## src/rtl/if_fetch_stage.sv

```systemverilog
`timescale 1ns/1ps
`default_nettype none
// ============================================================================
// Module      : if_fetch_stage
// Description : IF stage of the pipelined MIPS core. Holds the fetch PC,
//               runs the instruction-memory request/ack handshake and owns
//               the IF/ID pipeline register. Redirects coming back from the
//               D stage take effect only after the in-flight fetch (the
//               branch delay slot) has been delivered.
// Revision    : 1.0 - initial release
// ============================================================================
module if_fetch_stage #(
    parameter logic [31:0] RESET_PC  = 32'h0000_3000,
    parameter logic [31:0] NOP_INSTR = 32'h0000_0000
) (
    input  logic        clk,
    input  logic        reset,        // asynchronous, active-low
    input  logic        stall_D,
    input  logic        redirect_D,
    input  logic [31:0] npc_D,
    output logic        imem_req,
    output logic [31:0] imem_addr,
    input  logic        imem_ack,
    input  logic [31:0] imem_rdata,
    output logic [31:0] pc_F,
    output logic [31:0] instr_D,
    output logic [31:0] pc_D,
    output logic [31:0] pc4_D,
    output logic        valid_D
);

    // IDLE exists only for the single cycle after reset release, so the
    // first request never overlaps reset deassertion.
    typedef enum logic [1:0] {
        ST_IDLE = 2'd0,
        ST_REQ  = 2'd1,
        ST_HOLD = 2'd2
    } state_t;

    state_t      state;
    state_t      state_next;

    // A redirect that arrives before the delay-slot fetch completes is
    // parked here until that fetch is delivered.
    logic        pend_v;
    logic [31:0] pend_tgt;

    // Word captured when memory answers while D is stalled.
    logic [31:0] fetch_buf;

    logic        in_req;
    logic        in_hold;
    logic        ack_in_req;
    logic        complete;
    logic        redirect_acc;
    logic        load_fetch;
    logic        load_buf;
    logic        load_bubble;
    logic        capture_buf;
    logic [31:0] pc_plus4;
    logic [31:0] next_pc;

    // Decode of the handshake into fetch-completion and redirect events.
    always_comb begin
        in_req       = (state == ST_REQ);
        in_hold      = (state == ST_HOLD);
        ack_in_req   = in_req & imem_ack;
        complete     = (ack_in_req | in_hold) & ~stall_D;
        redirect_acc = redirect_D & ~stall_D;
        load_fetch   = ack_in_req & ~stall_D;
        load_buf     = in_hold & ~stall_D;
        load_bubble  = in_req & ~imem_ack & ~stall_D;
        capture_buf  = ack_in_req & stall_D;
        pc_plus4     = pc_F + 32'd4;
        if (redirect_acc) begin
            next_pc = npc_D;
        end else if (pend_v) begin
            next_pc = pend_tgt;
        end else begin
            next_pc = pc_plus4;
        end
    end

    // Fetch FSM next-state and request output; imem_req depends on state only.
    always_comb begin
        state_next = state;
        imem_req   = 1'b0;
        case (state)
            ST_IDLE: begin
                state_next = ST_REQ;
            end
            ST_REQ: begin
                imem_req = 1'b1;
                if (imem_ack) begin
                    state_next = stall_D ? ST_HOLD : ST_REQ;
                end
            end
            ST_HOLD: begin
                if (!stall_D) begin
                    state_next = ST_REQ;
                end
            end
            default: begin
                state_next = ST_IDLE;
            end
        endcase
    end

    assign imem_addr = pc_F;

    // FSM state register.
    always_ff @(posedge clk or negedge reset) begin
        if (!reset) begin
            state <= ST_IDLE;
        end else begin
            state <= state_next;
        end
    end

    // Fetch PC advances only when a fetch is handed to D.
    always_ff @(posedge clk or negedge reset) begin
        if (!reset) begin
            pc_F <= RESET_PC;
        end else if (complete) begin
            pc_F <= next_pc;
        end
    end

    // Pending redirect: parked while the delay slot is still in flight.
    always_ff @(posedge clk or negedge reset) begin
        if (!reset) begin
            pend_v   <= 1'b0;
            pend_tgt <= 32'd0;
        end else if (complete) begin
            pend_v   <= 1'b0;
        end else if (redirect_acc) begin
            pend_v   <= 1'b1;
            pend_tgt <= npc_D;
        end
    end

    // Capture of a returned word that D cannot accept yet.
    always_ff @(posedge clk or negedge reset) begin
        if (!reset) begin
            fetch_buf <= 32'd0;
        end else if (capture_buf) begin
            fetch_buf <= imem_rdata;
        end
    end

    // IF/ID pipeline register: load fetched/buffered word, bubble, or hold.
    always_ff @(posedge clk or negedge reset) begin
        if (!reset) begin
            instr_D <= NOP_INSTR;
            pc_D    <= 32'd0;
            pc4_D   <= 32'd0;
            valid_D <= 1'b0;
        end else if (load_fetch) begin
            instr_D <= imem_rdata;
            pc_D    <= pc_F;
            pc4_D   <= pc_plus4;
            valid_D <= 1'b1;
        end else if (load_buf) begin
            instr_D <= fetch_buf;
            pc_D    <= pc_F;
            pc4_D   <= pc_plus4;
            valid_D <= 1'b1;
        end else if (load_bubble) begin
            instr_D <= NOP_INSTR;
            valid_D <= 1'b0;
        end
    end

endmodule
`default_nettype wire

```

## config.mk

```make
export PLATFORM = sky130hd
export DESIGN_NAME = if_fetch_stage
export DESIGN_NICKNAME = d
export VERILOG_FILES = /design/src/rtl/if_fetch_stage.sv
export SDC_FILE = /design/constraint.sdc
export NUM_CORES = 1
export LEC_CHECK = 0
export CAP_MARGIN = 20
export CORE_ASPECT_RATIO = 0.75
export CORE_MARGIN = 2
export CORE_UTILIZATION = 49
export CTS_CLUSTER_DIAMETER = 40
export DETAILED_ROUTE_END_ITERATION = 7
export PLACE_DENSITY = 0.89
export SYNTH_ARGS = -nofsm -noshare
export SYNTH_HDL_FRONTEND = slang
export SYNTH_SLANG_ARGS = --single-unit
```

## constraint.sdc

```tcl
create_clock -name clk -period 2.25 [get_ports clk]
set_input_delay 0.3375 -clock clk [delete_from_list [all_inputs] [get_ports clk]]
set_output_delay 0.3375 -clock clk [all_outputs]
set_load 0.1 [all_outputs]
```

==> results_dict.tcl, run 1 <==
set metrics [dict create \
    outcome "finished with violations" \
    violations "DRC" \
    stdcell_count 1317 \
    tightest_slew_ps 496.6 \
    routedWlPerCell_microns 18.94 \
    grt.total_usage 0.2624 \
    port_buffers 230 \
    dieArea_sq_um 19400 \
    crit_family "simple AND/OR/NAND/NOR gates" \
    slew_viol_final 0 \
    cts_setup_buffers 0 \
    hold_class "input pin to async pin" \
    rsz0062_at_grt "false" \
    layout.nets 1130 \
    fill_cells 1330 \
    cts_buffers 17 \
    slew_headroom 0.6689 \
    overflow 0 \
    grt_start_max_net_pins 58 \
    yosys_warnings 0 \
    skew_ps 13.01 \
    routabilityCongestion 0.8589 \
    syn_to_final_growth_pct 32.83 \
    num_rows 42 \
    setup_viol 0 \
    setup_tns_ps 0 \
    cp-start-kind "flop" \
    route.detailed.drc 3 \
    dr.first_iter.drc_count 748 \
    die_h_microns 121.1 \
    cp-end-kind "flop" \
    io_pins 231 \
    clkTransAtPathRegs_ps 70 \
    min_period_ps 2160 \
    firstDrtPassIters 8 \
    clock_latency_ps 430 \
    htreeDepth 4 \
    clock_path_buffers 2 \
    yosys_register_bits 194 \
    syn_inst 855 \
    ys_seq_area_frac 0.5420 \
    synth_edf_count 0 \
    vias_per_cell 5.683 \
    finalHoldViolCount 0 \
    synth_flop_cell "dfrtp_1" \
    multi_input_area_sq_um 3493 \
    drive_gt1_frac 0.3355 \
    worstSetupPathType "flop to flop" \
    cp_num_buf_inv 0 \
    vias 7484 \
    dp_cells 1282 \
    cts.sinks 194 \
    cts_tree "built" \
    slowest_delay_ps 610 \
    crit_required_ps 2570 \
    crit_arrival_ps 2480 \
    antenna_found_initial 3 \
    cp_max_fo 6 \
    wl_microns 24940 \
    syn-num-nets 925 \
    async_flop_share 1.000 \
    syn_area_sq_um 8961 \
    antenna_left 0 \
    period_share 0.9599 \
    drv_cap 0 \
    seq_area_sq_um 4910 \
    synth_cell_types 60 \
    core_sq_um 17760 \
    max_freq_mhz 463.0 \
    die_width_microns 160.2 \
    grt_pass1_vias 7613 \
    avgSynthCellArea_sq_um 10.48 \
    grt_pass1_wl_microns 40100 \
    clockRootBuffer "clkbuf_16" \
    worstPathCellList "nand4_1 -> or3_4 -> or4_4 -> o221a_1" \
    hpwl_microns 17550 \
    initial_utilization 0.5045 \
    slowest_stage "dfstp_4" \
]
==> cell usage after synthesis (11+ instances only) <==
cell | number | area share
a21oi_1 | 18 | 0.010
a222oi_1 | 32 | 0.036
buf_2 | 19 | 0.011
buf_4 | 37 | 0.031
clkbuf_1 | 32 | 0.013
dfrtp_1 | 192 | 0.54
inv_1 | 40 | 0.017
mux2_2 | 63 | 0.079
nand2_1 | 141 | 0.059
nand3_1 | 19 | 0.011
nor2_1 | 25 | 0.010
nor3_1 | 11 | 0.0061
o21ai_0 | 58 | 0.032
or3_1 | 13 | 0.0091
xnor2_1 | 20 | 0.020
==> cells by family (layout without fill, tap and decap cells) <==
logic type                 after synthesis  count (layout)  synth area share
and+or+nand+nor                        261             261            0.1412
DFF                                    194             194            0.5420
AOI/OAI and AO/OA                      171             171            0.1325
buffers and inverters                  136             354           0.07526
muxes                                   64              64           0.08028
xor gates and xnor gates                28              28           0.02737
adders and majority gates                1               1          0.001396
other                                    0               2                 0
==> sequential cells by signal (all words and copies together), names as in the netlist <==
signal     flops
pend_v         1
pc_D          32
pc4_D         30
pend_tgt      32
instr_D       32
valid_D        1
fetch_buf     32
imem_addr     32
state          2
==> cell usage in the layout (no fill, tap or decap), drive strengths merged, types with 12 or more instances in the layout <==
master	n
buf	213
dfrtp	192
nand2	141
clkdlybuf4s50	67
mux2	63
o21ai	63
inv	43
a222oi	32
nor2	26
clkbuf	23
xnor2	20
a21oi	20
nand3	19
or3	14
nor3	12
==> path summary, 6_finish.rpt <==
check,slack (ps),startpoint,endpoint,depth (start not counted)
worst max-delay path,90,imem_addr[13],imem_addr[27],4
worst min-delay path,460,reset,pc_D[20],2
worst max register to register,90,imem_addr[13],imem_addr[27],4
worst min register to register,480,pc_D[19],pc_D[19],2
max in group asynchronous,1110,reset,imem_addr[8],3
min in group clk,480,pc_D[19],pc_D[19],2
==> per-layer routing <==
layer	track usage	share of wire	vias up
met3	0.1005	0.11	46
met2	0.4045	0.46	385
met1	0.3470	0.41	3667
li1	-	-	3386
met4	0.07827	0.018	0
met5	0	0	-
==> final cells by class <==
class	instances	share of cell area
diodes	2	0.0004205
clock buffers	22	0.03900
clock inverters	10	0.01230
inverters	40	0.01261
multi-input cells	525	0.2935
flip-flops and latches	194	0.4125
well taps	242	0.02544
repair buffers	282	0.2042
==> per-stage QoR <==
stage | setup WS, ps | util | instance area (sq um) | hold slack [ps]
6_report | 90.12 | 0.6701 | 11900 | 463.2
5_1_grt | 30.23 | 0.6698 | 11900 | 493.3
4_1_cts | 94.60 | 0.6693 | 11890 | 455.8
3_5_place_dp | -91.69 | 0.6343 | 11270 | 344.5
3_3_place_gp | -37.40 | 0.6343 | 11270 | 344.8
2_1_floorplan | -27.15 | - | 9042 | 41.91
==> timing repair <==
action                                  CTS  global route
endpoints found under the setup margin    0             3
hold buffers                              1             0
endpoints found under the hold margin    54             0
resized for setup                         0             2
Power of run 1 is not shown: default switching activity piles up to over one toggle a cycle in this logic, so the estimate is an artifact.
==> inputs of run 2 (changes only) <==
--- a/config.mk
+++ b/config.mk
@@ -11,7 +11,9 @@
 export CORE_UTILIZATION = 49
 export CTS_CLUSTER_DIAMETER = 40
 export DETAILED_ROUTE_END_ITERATION = 7
+export GPL_TIMING_DRIVEN = 0
 export PLACE_DENSITY = 0.89
+export SKIP_CTS_REPAIR_TIMING = 1
 export SYNTH_ARGS = -nofsm -noshare
 export SYNTH_HDL_FRONTEND = slang
 export SYNTH_SLANG_ARGS = --single-unit
==> results_dict.tcl, run 2 (synthesis results as in run 1) <==
set metrics [dict create \
    fill_cells 1176 \
    vias 8060 \
    cp_max_fo 6 \
    period_share 1.074 \
    overflow 0 \
    antenna_found_initial 2 \
    routedWlPerCell_microns 20.90 \
    grt.total_usage 0.2831 \
    max_freq_mhz 413.7 \
    dieArea_sq_um 19400 \
    slew_headroom 0.3131 \
    firstDrtPassIters 6 \
    setup_tns_ps -717.8 \
    fin_ws_ps -167.0 \
    cp-start-kind "flop" \
    num_rows 42 \
    io_pins 231 \
    grt_pass1_vias 7720 \
    dr.first_iter.drc_count 990 \
    outcome "finished with violations" \
    hpwl_microns 19350 \
    violations "setup timing" \
    min_period_ps 2417 \
    cts_tree "built" \
    reg2reg_from "imem_addr[13]" \
    clock_latency_ps 440 \
    antenna_left 0 \
    r2r_setup_slack_ps -170 \
    vias_per_cell 5.892 \
    setup_viol 7 \
    worstSetupPathType "flop to flop" \
    grt_pass1_wl_microns 42290 \
    routabilityCongestion 0.9126 \
    grt_start_max_net_pins 106 \
    cp-end-kind "flop" \
    skew_ps 10.69 \
    cts.sinks 194 \
    final_common_cell "dfrtp_1" \
    rsz0062_at_grt "true" \
    initial_utilization 0.5045 \
    mostFrequentLayoutCells "dfrtp_1, dlymetal6s2s_1, nand2_1, clkdlybuf4s50_1, mux2_2" \
    wl_microns 28600 \
    cts_buffers 17 \
    drive_gt1_frac 0.2055 \
    dpl_cell_area_sq_um 11680 \
    core_sq_um 17760 \
    crit_arrival_ps 2770 \
    r2r_end "pc4_D[29]" \
    port_buffers 230 \
    layout.nets 1181 \
    worstHoldEndpoint "pc_D[15]" \
    clockRootBuffer "clkbuf_16" \
    min_delay_path_depth 2 \
    route.detailed.drc 0 \
    fin_area_sq_um 12860 \
    tightest_slew_ps 1029 \
    rr_worst_depth 6 \
    die_h_microns 121.1 \
    hold_class "flop to flop" \
    die_width_microns 160.2 \
    htreeDepth 4 \
    syn_to_final_growth_pct 43.56 \
    finalHoldViolCount 0 \
    slew_viol_final 0 \
    clock_path_buffers 2 \
    crit_required_ps 2600 \
    drv_cap 0 \
    hp-start "pc_D[15]" \
    clkTransAtPathRegs_ps 70 \
]
==> run 2: cell types whose count changed in the layout (fill, tap and decap cells not counted), moves of 3 or more <==
cell	change
buf_1	+3
buf_12	-11
buf_2	+9
buf_4	-155
buf_6	+3
clkbuf_1	+24
clkbuf_2	+14
clkbuf_4	+8
dlymetal6s2s_1	+156
nor4_4	+4
==> run 2: cell type report <==
class                   instances  area, sq um  share of cell area
multi-input cells             525         3538              0.2750
inverters                      40        150.1             0.01167
diodes                          2        5.005           0.0003890
plain buffers                  94        576.8             0.04484
repair buffers                239         2758              0.2144
clock inverters                 9        155.1             0.01206
clock buffers                  23        467.9             0.03637
well taps                     242        302.8             0.02354
flip-flops and latches        194         4911              0.3817
==> run 2: critical path, cell delays in order (launching register included) <==
cell	delay [ps]
dfstp_4	640
nand4_1	230
buf_4	220
or3_4	390
or4_4	550
xor2_2	170
o21ai_1	150
==> run 2: how the worst max path moves through the flow <==
stage               cells past startpoint           from  slack [ps]             to
finish                                  6  imem_addr[13]        -170      pc4_D[29]
global route                            6  imem_addr[13]        -220      pc4_D[29]
CTS                                     2  imem_addr[12]        -440       pc_F[12]
detailed placement                      8       imem_ack        -770       pc_D[21]
global placement                        1          reset       -8450   imem_addr[4]
floorplan                               4  imem_addr[12]         -30  imem_addr[27]
==> run 2: layer usage <==
metal,vias to the layer above,share of wire,GRT usage
met2,513,0.48,0.4564
met4,0,0.022,0.07770
met5,-,0,0
met1,3995,0.39,0.3696
li1,3490,-,-
met3,62,0.11,0.09467
==> run 2: stage by stage <==
stage / instances / util / worst slack [ps] / hold WS [ps]
after detailed placement: 1328 / 0.6576 / -765.4 / 396.2
after global placement: 1327 / 0.6557 / -8445 / 459.8
after floorplan: 855 / - / -27.15 / 41.91
final: 1368 / 0.7243 / -167.0 / 473.3
after CTS: 1360 / 0.6927 / -441.8 / -69.10
after global routing: 1366 / 0.7240 / -216.7 / 487.9
Power of run 2 is left out for the same reason.
